`src/rtl/trace_pkg.sv`:
```
// rtl/trace_pkg.sv - shared encodings and entry layout for the trace capture path
package trace_pkg;

  typedef enum logic [1:0] {
    ST_IDLE = 2'd0,
    ST_PRE  = 2'd1,
    ST_POST = 2'd2,
    ST_READ = 2'd3
  } state_t;

  localparam int TRIG_BIT  = 48;
  localparam int STAMP_LSB = 32;
  localparam int STAMP_W   = 16;
  localparam int ENTRY_W   = 49;

endpackage

```
`src/rtl/trace_if.sv`:
```
// rtl/trace_if.sv - drain port carrying captured entries to the debug host
interface trace_if;

  logic                          rd_valid;
  logic                          rd_ready;
  logic [trace_pkg::ENTRY_W-1:0] rd_data;
  logic                          rd_last;

  modport master (output rd_valid, output rd_data, output rd_last, input rd_ready);
  modport slave  (input rd_valid, input rd_data, input rd_last, output rd_ready);

endinterface

```
`src/rtl/trace_buf.sv`:
```
// rtl/trace_buf.sv - circular entry RAM with wrapping write pointer and oldest-first read pointer
module trace_buf
  import trace_pkg::*;
#(
  parameter  int DEPTH = 16,
  localparam int AW    = $clog2(DEPTH)
) (
  input  logic               clk,
  input  logic               rst_n,
  input  logic               clr,
  input  logic               wrEn,
  input  logic [ENTRY_W-1:0] wrData,
  input  logic               rdLoad,
  input  logic [AW-1:0]      rdCount,
  input  logic               rdAdv,
  output logic [ENTRY_W-1:0] rdData
);

  logic [ENTRY_W-1:0] mem [DEPTH];
  logic [AW-1:0]      wrPtr;
  logic [AW-1:0]      rdPtr;
  logic [AW-1:0]      wrPtrNext;

  assign wrPtrNext = wrEn ? wrPtr + AW'(1) : wrPtr;
  assign rdData    = mem[rdPtr];

  always_ff @(posedge clk) begin
    if (wrEn) mem[wrPtr] <= wrData;
  end

  // A full buffer gives rdCount==0, which correctly lands on the slot about to be overwritten.
  always_ff @(posedge clk) begin
    if (!rst_n || clr) begin
      wrPtr <= '0;
      rdPtr <= '0;
    end else begin
      wrPtr <= wrPtrNext;
      if (rdLoad)     rdPtr <= wrPtrNext - rdCount;
      else if (rdAdv) rdPtr <= rdPtr + AW'(1);
    end
  end

endmodule

```
`src/rtl/trace_ctrl.sv`:
```
// rtl/trace_ctrl.sv - triggered writeback trace capture with pre-trigger history and drain port
module trace_ctrl
  import trace_pkg::*;
#(
  parameter  int DEPTH = 16,
  localparam int AW    = $clog2(DEPTH)
) (
  input  logic          clk,
  input  logic          rst_n,
  input  logic          arm,
  input  logic [31:0]   trig_mask,
  input  logic [31:0]   trig_value,
  input  logic [AW-1:0] post_count,
  input  logic [31:0]   instrW,
  input  logic          validW,
  output logic [1:0]    state,
  output logic          triggered,
  output logic [AW:0]   fill,
  trace_if.master       rd
);

  localparam logic [AW:0] FULL = (AW+1)'(DEPTH);

  state_t             st;
  logic [STAMP_W-1:0] stamp;
  logic [AW-1:0]      postLatched;
  logic [AW-1:0]      remaining;
  logic [AW:0]        rdLeft;
  logic [AW:0]        fillNext;
  logic               rdValid;
  logic               rdLast;
  logic               armOk;
  logic               capture;
  logic               hit;
  logic               accept;
  logic               toRead;
  logic [ENTRY_W-1:0] entry;
  logic [ENTRY_W-1:0] bufData;

  always_comb begin
    armOk    = arm && (st == ST_IDLE || st == ST_READ);
    capture  = (st == ST_PRE || st == ST_POST) && validW;
    hit      = (st == ST_PRE) && validW && ((instrW & trig_mask) == (trig_value & trig_mask));
    fillNext = (capture && fill != FULL) ? fill + (AW+1)'(1) : fill;
    accept   = rdValid && rd.rd_ready;
    toRead   = (hit && postLatched == '0) || (st == ST_POST && capture && remaining == AW'(1));
    entry                           = '0;
    entry[TRIG_BIT]                 = hit;
    entry[STAMP_LSB +: STAMP_W]     = stamp;
    entry[STAMP_LSB-1:0]            = instrW;
  end

  always_ff @(posedge clk) begin
    if (!rst_n) begin
      st          <= ST_IDLE;
      stamp       <= '0;
      triggered   <= 1'b0;
      fill        <= '0;
      postLatched <= '0;
      remaining   <= '0;
      rdLeft      <= '0;
      rdValid     <= 1'b0;
      rdLast      <= 1'b0;
    end else if (armOk) begin
      st          <= ST_PRE;
      stamp       <= '0;
      triggered   <= 1'b0;
      fill        <= '0;
      postLatched <= post_count;
      rdLeft      <= '0;
      rdValid     <= 1'b0;
      rdLast      <= 1'b0;
    end else begin
      stamp <= stamp + STAMP_W'(1);
      if (capture) fill <= fillNext;
      if (hit) triggered <= 1'b1;
      if (toRead) begin
        st      <= ST_READ;
        rdLeft  <= fillNext;
        rdValid <= 1'b1;
        rdLast  <= (fillNext == (AW+1)'(1));
      end else begin
        case (st)
          ST_PRE: if (hit) begin
            st        <= ST_POST;
            remaining <= postLatched;
          end
          ST_POST: if (capture) remaining <= remaining - AW'(1);
          ST_READ: if (accept) begin
            rdLeft <= rdLeft - (AW+1)'(1);
            rdLast <= (rdLeft == (AW+1)'(2));
            if (rdLeft == (AW+1)'(1)) begin
              st      <= ST_IDLE;
              rdValid <= 1'b0;
              rdLast  <= 1'b0;
            end
          end
          default: ;
        endcase
      end
    end
  end

  trace_buf #(.DEPTH(DEPTH)) u_buf (
    .clk     (clk),
    .rst_n   (rst_n),
    .clr     (armOk),
    .wrEn    (capture),
    .wrData  (entry),
    .rdLoad  (toRead),
    .rdCount (fillNext[AW-1:0]),
    .rdAdv   (accept),
    .rdData  (bufData)
  );

  assign state       = st;
  assign rd.rd_valid = rdValid;
  assign rd.rd_last  = rdLast;
  assign rd.rd_data  = bufData;

endmodule

```
`src/flat_wrapper.sv`:
```
// flat-port wrapper written by rule: the top's interface ports become plain ports
module trace_ctrl_flat import trace_pkg::*;
#(
  parameter  int DEPTH = 16,
  localparam int AW    = $clog2(DEPTH)
)
  (clk, rst_n, arm, trig_mask, trig_value, post_count, instrW, validW, state, triggered, fill, rd_rd_valid, rd_rd_data, rd_rd_last, rd_rd_ready);
  trace_if rd_i ();
  input  logic clk;
  input  logic rst_n;
  input  logic arm;
  input  logic [31:0] trig_mask;
  input  logic [31:0] trig_value;
  input  logic [AW-1:0] post_count;
  input  logic [31:0] instrW;
  input  logic validW;
  output logic [1:0] state;
  output logic triggered;
  output logic [AW:0] fill;
  output wire logic [$bits(rd_i.rd_valid)-1:0] rd_rd_valid;
  output wire logic [$bits(rd_i.rd_data)-1:0] rd_rd_data;
  output wire logic [$bits(rd_i.rd_last)-1:0] rd_rd_last;
  input wire logic [$bits(rd_i.rd_ready)-1:0] rd_rd_ready;
  assign rd_rd_valid = rd_i.rd_valid;
  assign rd_rd_data = rd_i.rd_data;
  assign rd_rd_last = rd_i.rd_last;
  assign rd_i.rd_ready = rd_rd_ready;
  trace_ctrl #(.DEPTH(DEPTH)) u_core (.clk(clk), .rst_n(rst_n), .arm(arm), .trig_mask(trig_mask), .trig_value(trig_value), .post_count(post_count), .instrW(instrW), .validW(validW), .state(state), .triggered(triggered), .fill(fill), .rd(rd_i));
endmodule
```
`config.mk`:
```
export PLATFORM = sky130hd
export DESIGN_NAME = trace_ctrl_flat
export DESIGN_NICKNAME = d
export VERILOG_FILES = /design/src/rtl/trace_pkg.sv /design/src/rtl/trace_if.sv /design/src/rtl/trace_buf.sv /design/src/rtl/trace_ctrl.sv /design/src/flat_wrapper.sv
export SDC_FILE = /design/constraint.sdc
export NUM_CORES = 1
export LEC_CHECK = 0
export CAP_MARGIN = 20
export CORE_ASPECT_RATIO = 1.1
export CORE_MARGIN = 2
export CORE_UTILIZATION = 35
export CTS_CLUSTER_DIAMETER = 100
export DETAILED_ROUTE_END_ITERATION = 12
export HOLD_SLACK_MARGIN = 0.05
export SLEW_MARGIN = 20
export SYNTH_ARGS = -nofsm -noshare
export SYNTH_HDL_FRONTEND = slang
export SYNTH_SLANG_ARGS = --single-unit
```
`constraint.sdc`:
```
create_clock -name clk -period 6.2 [get_ports clk]
set_clock_uncertainty 0.1 [all_clocks]
set_input_delay 0.62 -clock clk [delete_from_list [all_inputs] [get_ports clk]]
set_output_delay 0.62 -clock clk [all_outputs]
set_load 0.1 [all_outputs]
```
; ---- Yosys cells after proc, flatten, opt, wreduce, memory -nomap -nowiden
; Memory sizes are Yosys's and may differ from the RTL's. A register that Yosys moved wholly into a read port is not among the register bits.
; Cells that the tools add are included.
; W data, S select, Z words.
[classes]
magnitude_cmp = 0
n_mux = 28
bitwise = 5
mul = 0
n_div = 0
reduce_logical = 28
shift = 0
eq_ne = 17
addsub = 7
[op_table]
columns = cell, count
row1 = $and A32 B32 Y32, 2
row2 = $eq A32 B32 Y1, 1
row3 = $mux W4, 7
row4 = $mux W5, 4
row5 = $add A16 B1 Y16 const B, 1
row6 = $mux W1, 11
row7 = $eq A5 B1 Y1 const B, 2
row8 = $logic_and A1 B1 Y1, 9
row9 = $add A4 B1 Y4 const B, 2
row10 = $mux W2, 4
row11 = $ne A4 B2 Y1 const B, 2
row12 = $pmux W4 S2, 1
row13 = $reduce_and A4 Y1, 2
row14 = $reduce_bool A2 Y1, 4
row15 = $ne A3 B1 Y1 const B, 2
row16 = $add A5 B1 Y5 const B, 1
row17 = $eq A5 B2 Y1 const B, 1
row18 = $ne A5 B5 Y1 const B, 1
row19 = $reduce_and A5 Y1, 1
row20 = $sub A5 B1 Y5 const B, 1
row21 = $eq A2 B2 Y1 const B, 2
row22 = $eq A4 B1 Y1 const B, 1
row23 = $logic_not A4 Y1, 1
row24 = $logic_or A1 B1 Y1, 4
row25 = 16 further kinds, 18
[word_totals]
out_inout_bits = 59
n_memories = 1
latch_bits = 0
ff_bits = 47
in_bits = 105
mem_bits_ro = 0
elab_cells = 98
mem_bits_rw = 784
[mem_list]
columns = name, words, width, rd, rd_ports_with_merged_regs, write_ports, line
row1 = u_core.u_buf.mem, 16, 49, 1, 1, 1, trace_buf.sv:19  ; logic [ENTRY_W-1:0] mem [DEPTH];

; ---- Longest topological paths before layout
[logic_depth]
word_depth = 9
depth_mapped = 13

; ---- Modules after synthesis
; From an unflattened synthesis, not the netlist that was laid out.
[hier_totals]
hier_cells = 1563
area_unflattened_um2 = 32387.3
[by_module_without_submodules]
columns = mod, n_inst, cells_per_inst, area_each_um2
row1 = trace_buf, 1, 1281, 29963.7
row2 = trace_ctrl, 1, 282, 2423.6

; ---- Worst setup path before layout
; OpenSTA, ideal clock, no wires.
[synth_timing]
path_kind = register -> register
from = register u_core.st[0] (netlist: u_core.state[0])
to = memory u_core.u_buf.mem[4][0], enable pin
arrival_ns = 3.273
path_stages_with_launch = 8
path_slack_ns = 2.415
setup_time_ns = 0.412
path_cell_list = dfxtp_1 > inv_1 > ha_1 > nor2b_1 > clkbuf_1 > nand2_1 > nor2_1 > and2_1
[synth_via]
elab_chain_len = 5
word_cells_on_any_way = 6
classes_between = eq/ne (2) / mux (2) / reduce/logical (2)
[synth_lines]
columns = element, line
row1 = start: declaration, trace_ctrl.sv:24  ; state_t st;
row2 = start signal: assignment, trace_ctrl.sv:55  ; st <= ST_IDLE;
row3 = start signal: assignment, trace_ctrl.sv:65  ; st <= ST_PRE;
row4 = start signal: assignment, trace_ctrl.sv:78  ; st <= ST_READ;
row5 = $eq A2 B1 Y1 or $eq A2 B2 Y1 (tied branches), trace_ctrl.sv:42  ; capture = (st == ST_PRE || st == ST_POST) && validW;
row6 = $logic_or A1 B1 Y1 (*), trace_ctrl.sv:42
row7 = $logic_and A1 B1 Y1 (*), trace_ctrl.sv:42
row8 = $mux W1 (*), trace_buf.sv:28  ; if (wrEn) mem[wrPtr] <= wrData;
row9 = $mux W1 (not written as such) (*), trace_buf.sv:28
row10 = end: declaration, trace_buf.sv:19
; Every way passes the cells marked *; elsewhere a longest branch is shown, timed or not.

==> metrics.md <==
| Metric | Value |
|---|---|
| Cts repair resizes | 0 |
| Setup-failing EPs final | 0 |
| IO Port Bufs | 163 |
| # H-tree levels | 3 |
| Max Freq | 203 MHz |
| Run status | finished, final reports clean |
| Hold depth | 2 |
| CTS buffer count | 85 |
| Synthesized cell area | 32,500 sq um |
| Slew HR | 22.1% |
| Register Area | 24,600 sq um |
| Synthesized net count | 1,595 |
| Hold Startpoint | u_core.postLatched[1] |
| Period utilization | 79.3% |
| Post-CTS Setup Bufs | 0 |
| Placed insts | 2,798 |
| IO Pins | 164 |
| Number of global-route vias before repair | 16,590 |
| Final design utilization | 41.8% |
| Cell count along the critical path | 4 |
| Worst hold path type | flop to flop |
| Pre-CTS setup slack | 1870 ps |
| Worst VDD drop | 0.208 mV |
| Wire length per cell | 27.6 um |
| Final Max Tran Viols | 0 |
| Global-route usage over all layers | 17.1% |
| PD cells | 310 nW/um^2 |
| Die Footprint | 95,300 sq um |
| Max-cap violations | 0 |
| Slack of the critical path | 1280 ps |
| Final ANT Viol Nets | 0 |
| CTS clock-pin slew for the worst setup and hold paths | 60 ps |
| Crit-path leading delay family | buffers and inverters |
| Drt first pass iters | 6 |
| Reg2Reg Depth | 7 |
| R2R Setup Slk | 2440 ps |
| Post-synthesis sequential area ratio | 75.6% |
| Fin nets | 1,820 |
| Min cycle time layout | 4920 ps |
| RSZ-0062 raised after global routing | false |
| Via Count | 15,899 |
| # fillers | 7,971 |
| LEAKAGE | 11.7 nW |
| CTS tree | built |
| Die height | 324 um |
| FP Rows | 117 |
| Worst path max stage delay | 1010 ps |
| Hold Worst Slack | 387 ps |
| Final Wtd Congestion | 0.795 |
| Synth async-reset ratio | 0% |
| Crit-path slowest cell | clkdlybuf4s50_1 |
| Worst path most repeated cell | mux4_2 |
| Via-to-Cell Ratio | 5.38 |
| Die W | 295 um |
| Core area | 92,200 sq um |
| Setup Crit Path Kind | flop to output pin |
| Layout cells sized above 1 | 24.0% |
| GR Layer Usage met2 | 28.3% |
| Least-Margin Pin Slew | 1160 ps |
| Max Root-Sink Buffers | 3 |
| Initial Util | 35.2% |
| Finished Layout Cells | 2,955 |
| First-pass GRT wire length | 117,000 um |
| Total Routed Length | 81,500 um |
| Post-CTS Hold Buffers | 0 |
| HPWL after detailed placement | 46,800 um |
| Root buffer cell | clkbuf_16 |
| Area grow syn2layout | 18.5% |
| Worst-path cell chain | buf_12 -> mux4_2 -> mux4_2 -> clkdlybuf4s50_1 |
| Met1 GRT Util | 23.2% |
| Clock latency on the worst-skew pair | 640 ps |
| Sink Count | 835 |
| Area occupied by multi-input gates | 7650 sq um |
| Cells after Synth | 1,470 |
| Critical R2R Launch | u_core.state[0] |
| Worst EP required | 5480 ps |
| Top_reg_cell synth | edfxtp_1 |
| Syn avg cell area | 22.1 sq um |
| Initial antenna violation count | 3 |
| #FFs+latches synth | 835 |
| YS warnings | 0 |
| Buf+Inv Stages, Crit Path | 2 |
| Remaining DRCs | 0 |
| Hold Vio Cnt, Final | 0 |
| Critical-path maximum fanout | 58 |
| TNS Setup | 0 ps |
| Largest net degree at the start of global routing | 59 |
| GR Layer Usage met3 | 2.95% |
| CP startpoint kind | flop |
| Worst setup EP type | output pin |
| Number of synthesized flops with an enable pin | 784 |
| Post-synthesis cell type count | 55 |
| Total grt overflow | 0 |
| Most used routing layer | met2 |
| Crit Reg-Reg Endpoint | u_core.u_buf.mem[7][2] |
| DRT iter0 DRCs | 1,667 |
| Worst Hold Path EP | u_core.postLatched[1] |
| Crit path DAT | 4200 ps |
==> metrics by stage <==
stage,instance area (sq um),total power [mW]
after floorplan,32500,6.69
after global placement,35800,6.98
after detailed placement,35800,6.99
after CTS,38500,12.0
after global routing,38500,12.3
final,38500,11.9
==> sequential cells by signal, indices dropped and copies added (netlist names), named ones only <==
signal	count
u_core.fill	5
u_core.rd.rd_last	1
u_core.postLatched	4
u_core.stamp	16
u_core.state	2
u_core.triggered	1
u_core.rdLeft	5
u_core.u_buf.rdPtr	4
u_core.u_buf.wrPtr	4
u_core.remaining	4
u_core.rd.rd_valid	1
u_core.u_buf.mem	784
==> Yosys cell counts (all sizes together), types with 2 or more instances <==
| master | instances | area, sq um |
|---|---|---|
| nand4 | 12 | 75.1 |
| a22oi | 20 | 160 |
| o21a | 3 | 30.0 |
| xnor2 | 10 | 87.6 |
| dfxtp | 51 | 1020 |
| nor3 | 6 | 30.0 |
| ha | 19 | 238 |
| buf | 23 | 106 |
| or4 | 2 | 15.0 |
| a211oi | 8 | 60.1 |
| nand2b | 3 | 18.8 |
| clkbuf | 40 | 150 |
| a21oi | 15 | 78.8 |
| inv | 16 | 60.1 |
| mux4 | 245 | 5520 |
| nand3 | 19 | 95.1 |
| nor2b | 6 | 37.5 |
| nand2 | 41 | 154 |
| edfxtp | 784 | 23500 |
| or3 | 4 | 30.0 |
| and2 | 16 | 100 |
| nor4 | 4 | 25.0 |
| and3 | 7 | 43.8 |
| a31oi | 2 | 12.5 |
| nor2 | 33 | 124 |
| o21ai | 10 | 61.3 |
| xor2 | 50 | 438 |
==> power breakdown <==
part	leakage (nW)	switching (mW)	internal [mW]
combinational	2.89	0.460	0.203
sequential	7.51	0.0240	6.18
clock	1.33	2.09	2.98
==> cell usage in the layout, fill, tap and decap left out, drive strengths merged, types with 4 or more instances in the layout <==
cell type	netlist	final
a21oi	15	15
edfxtp	784	784
o21ai	10	10
and3	7	7
xnor2	10	10
ha	19	19
nor2b	6	6
or3	4	4
clkinv	0	26
bufinv	0	9
clkbuf	40	116
nor3	6	6
and2	16	16
a22oi	20	20
nor2	33	33
clkdlybuf4s50	0	163
nand2	41	41
nor4	4	4
nand3	19	19
xor2	50	50
nand4	12	12
buf	23	38
dfxtp	51	51
a211oi	8	8
mux4	245	245
inv	16	20
==> cells by family (layout without fill, tap and decap cells) <==
logic type / after synthesis / count (layout) / synth area share [%]
other: 0 / 1 / 0
xor gates and xnor gates: 60 / 60 / 1.62
adders and majority gates: 20 / 20 / 0.793
muxes: 246 / 246 / 17.0
and+or+nand+nor: 159 / 159 / 2.45
DFF: 835 / 835 / 75.6
buffers and inverters: 79 / 373 / 0.974
AOI/OAI and AO/OA: 71 / 71 / 1.58
==> worst register-to-register path: stages, from the launching register on <==
cell and delay [ps]:
dfxtp_1 410, inv_1 70, ha_1 390, nor2b_1 700
nand2_1 110, nor2_1 200, and2_2 580, buf_4 760
==> cell type report <==
class                   count  share of cell area [%]
clock buffers             116                    5.99
well taps                1190                    3.86
multi-input cells         556                    19.9
diodes                      1                 0.00649
repair buffers            201                    5.20
clock inverters            40                    1.13
flip-flops and latches    835                    63.8
inverters                  16                   0.156
==> worst max-delay path by stage <==
stage / endpoint / slack (ps) / start
3_3_place_gp: rd_rd_data[30] / 1890 / flop
3_5_place_dp: rd_rd_data[34] / 1870 / flop
2_1_floorplan: u_core.u_buf.mem[4][0] / 2410 / u_core.state[0]
6_report: rd_rd_data[31] / 1280 / flop
5_1_grt: rd_rd_data[31] / 1070 / flop
4_1_cts: rd_rd_data[34] / 1180 / flop
==> metal layers <==
layer  routed length, um  up-vias  share of wire, %
met4                2240        2               2.7
met1               34100     8558                42
li1                    -     6626                 -
met2               40000      589                49
met5                  12        -             0.015
met3                5130      124               6.3
(Power assumes the default switching activity.)
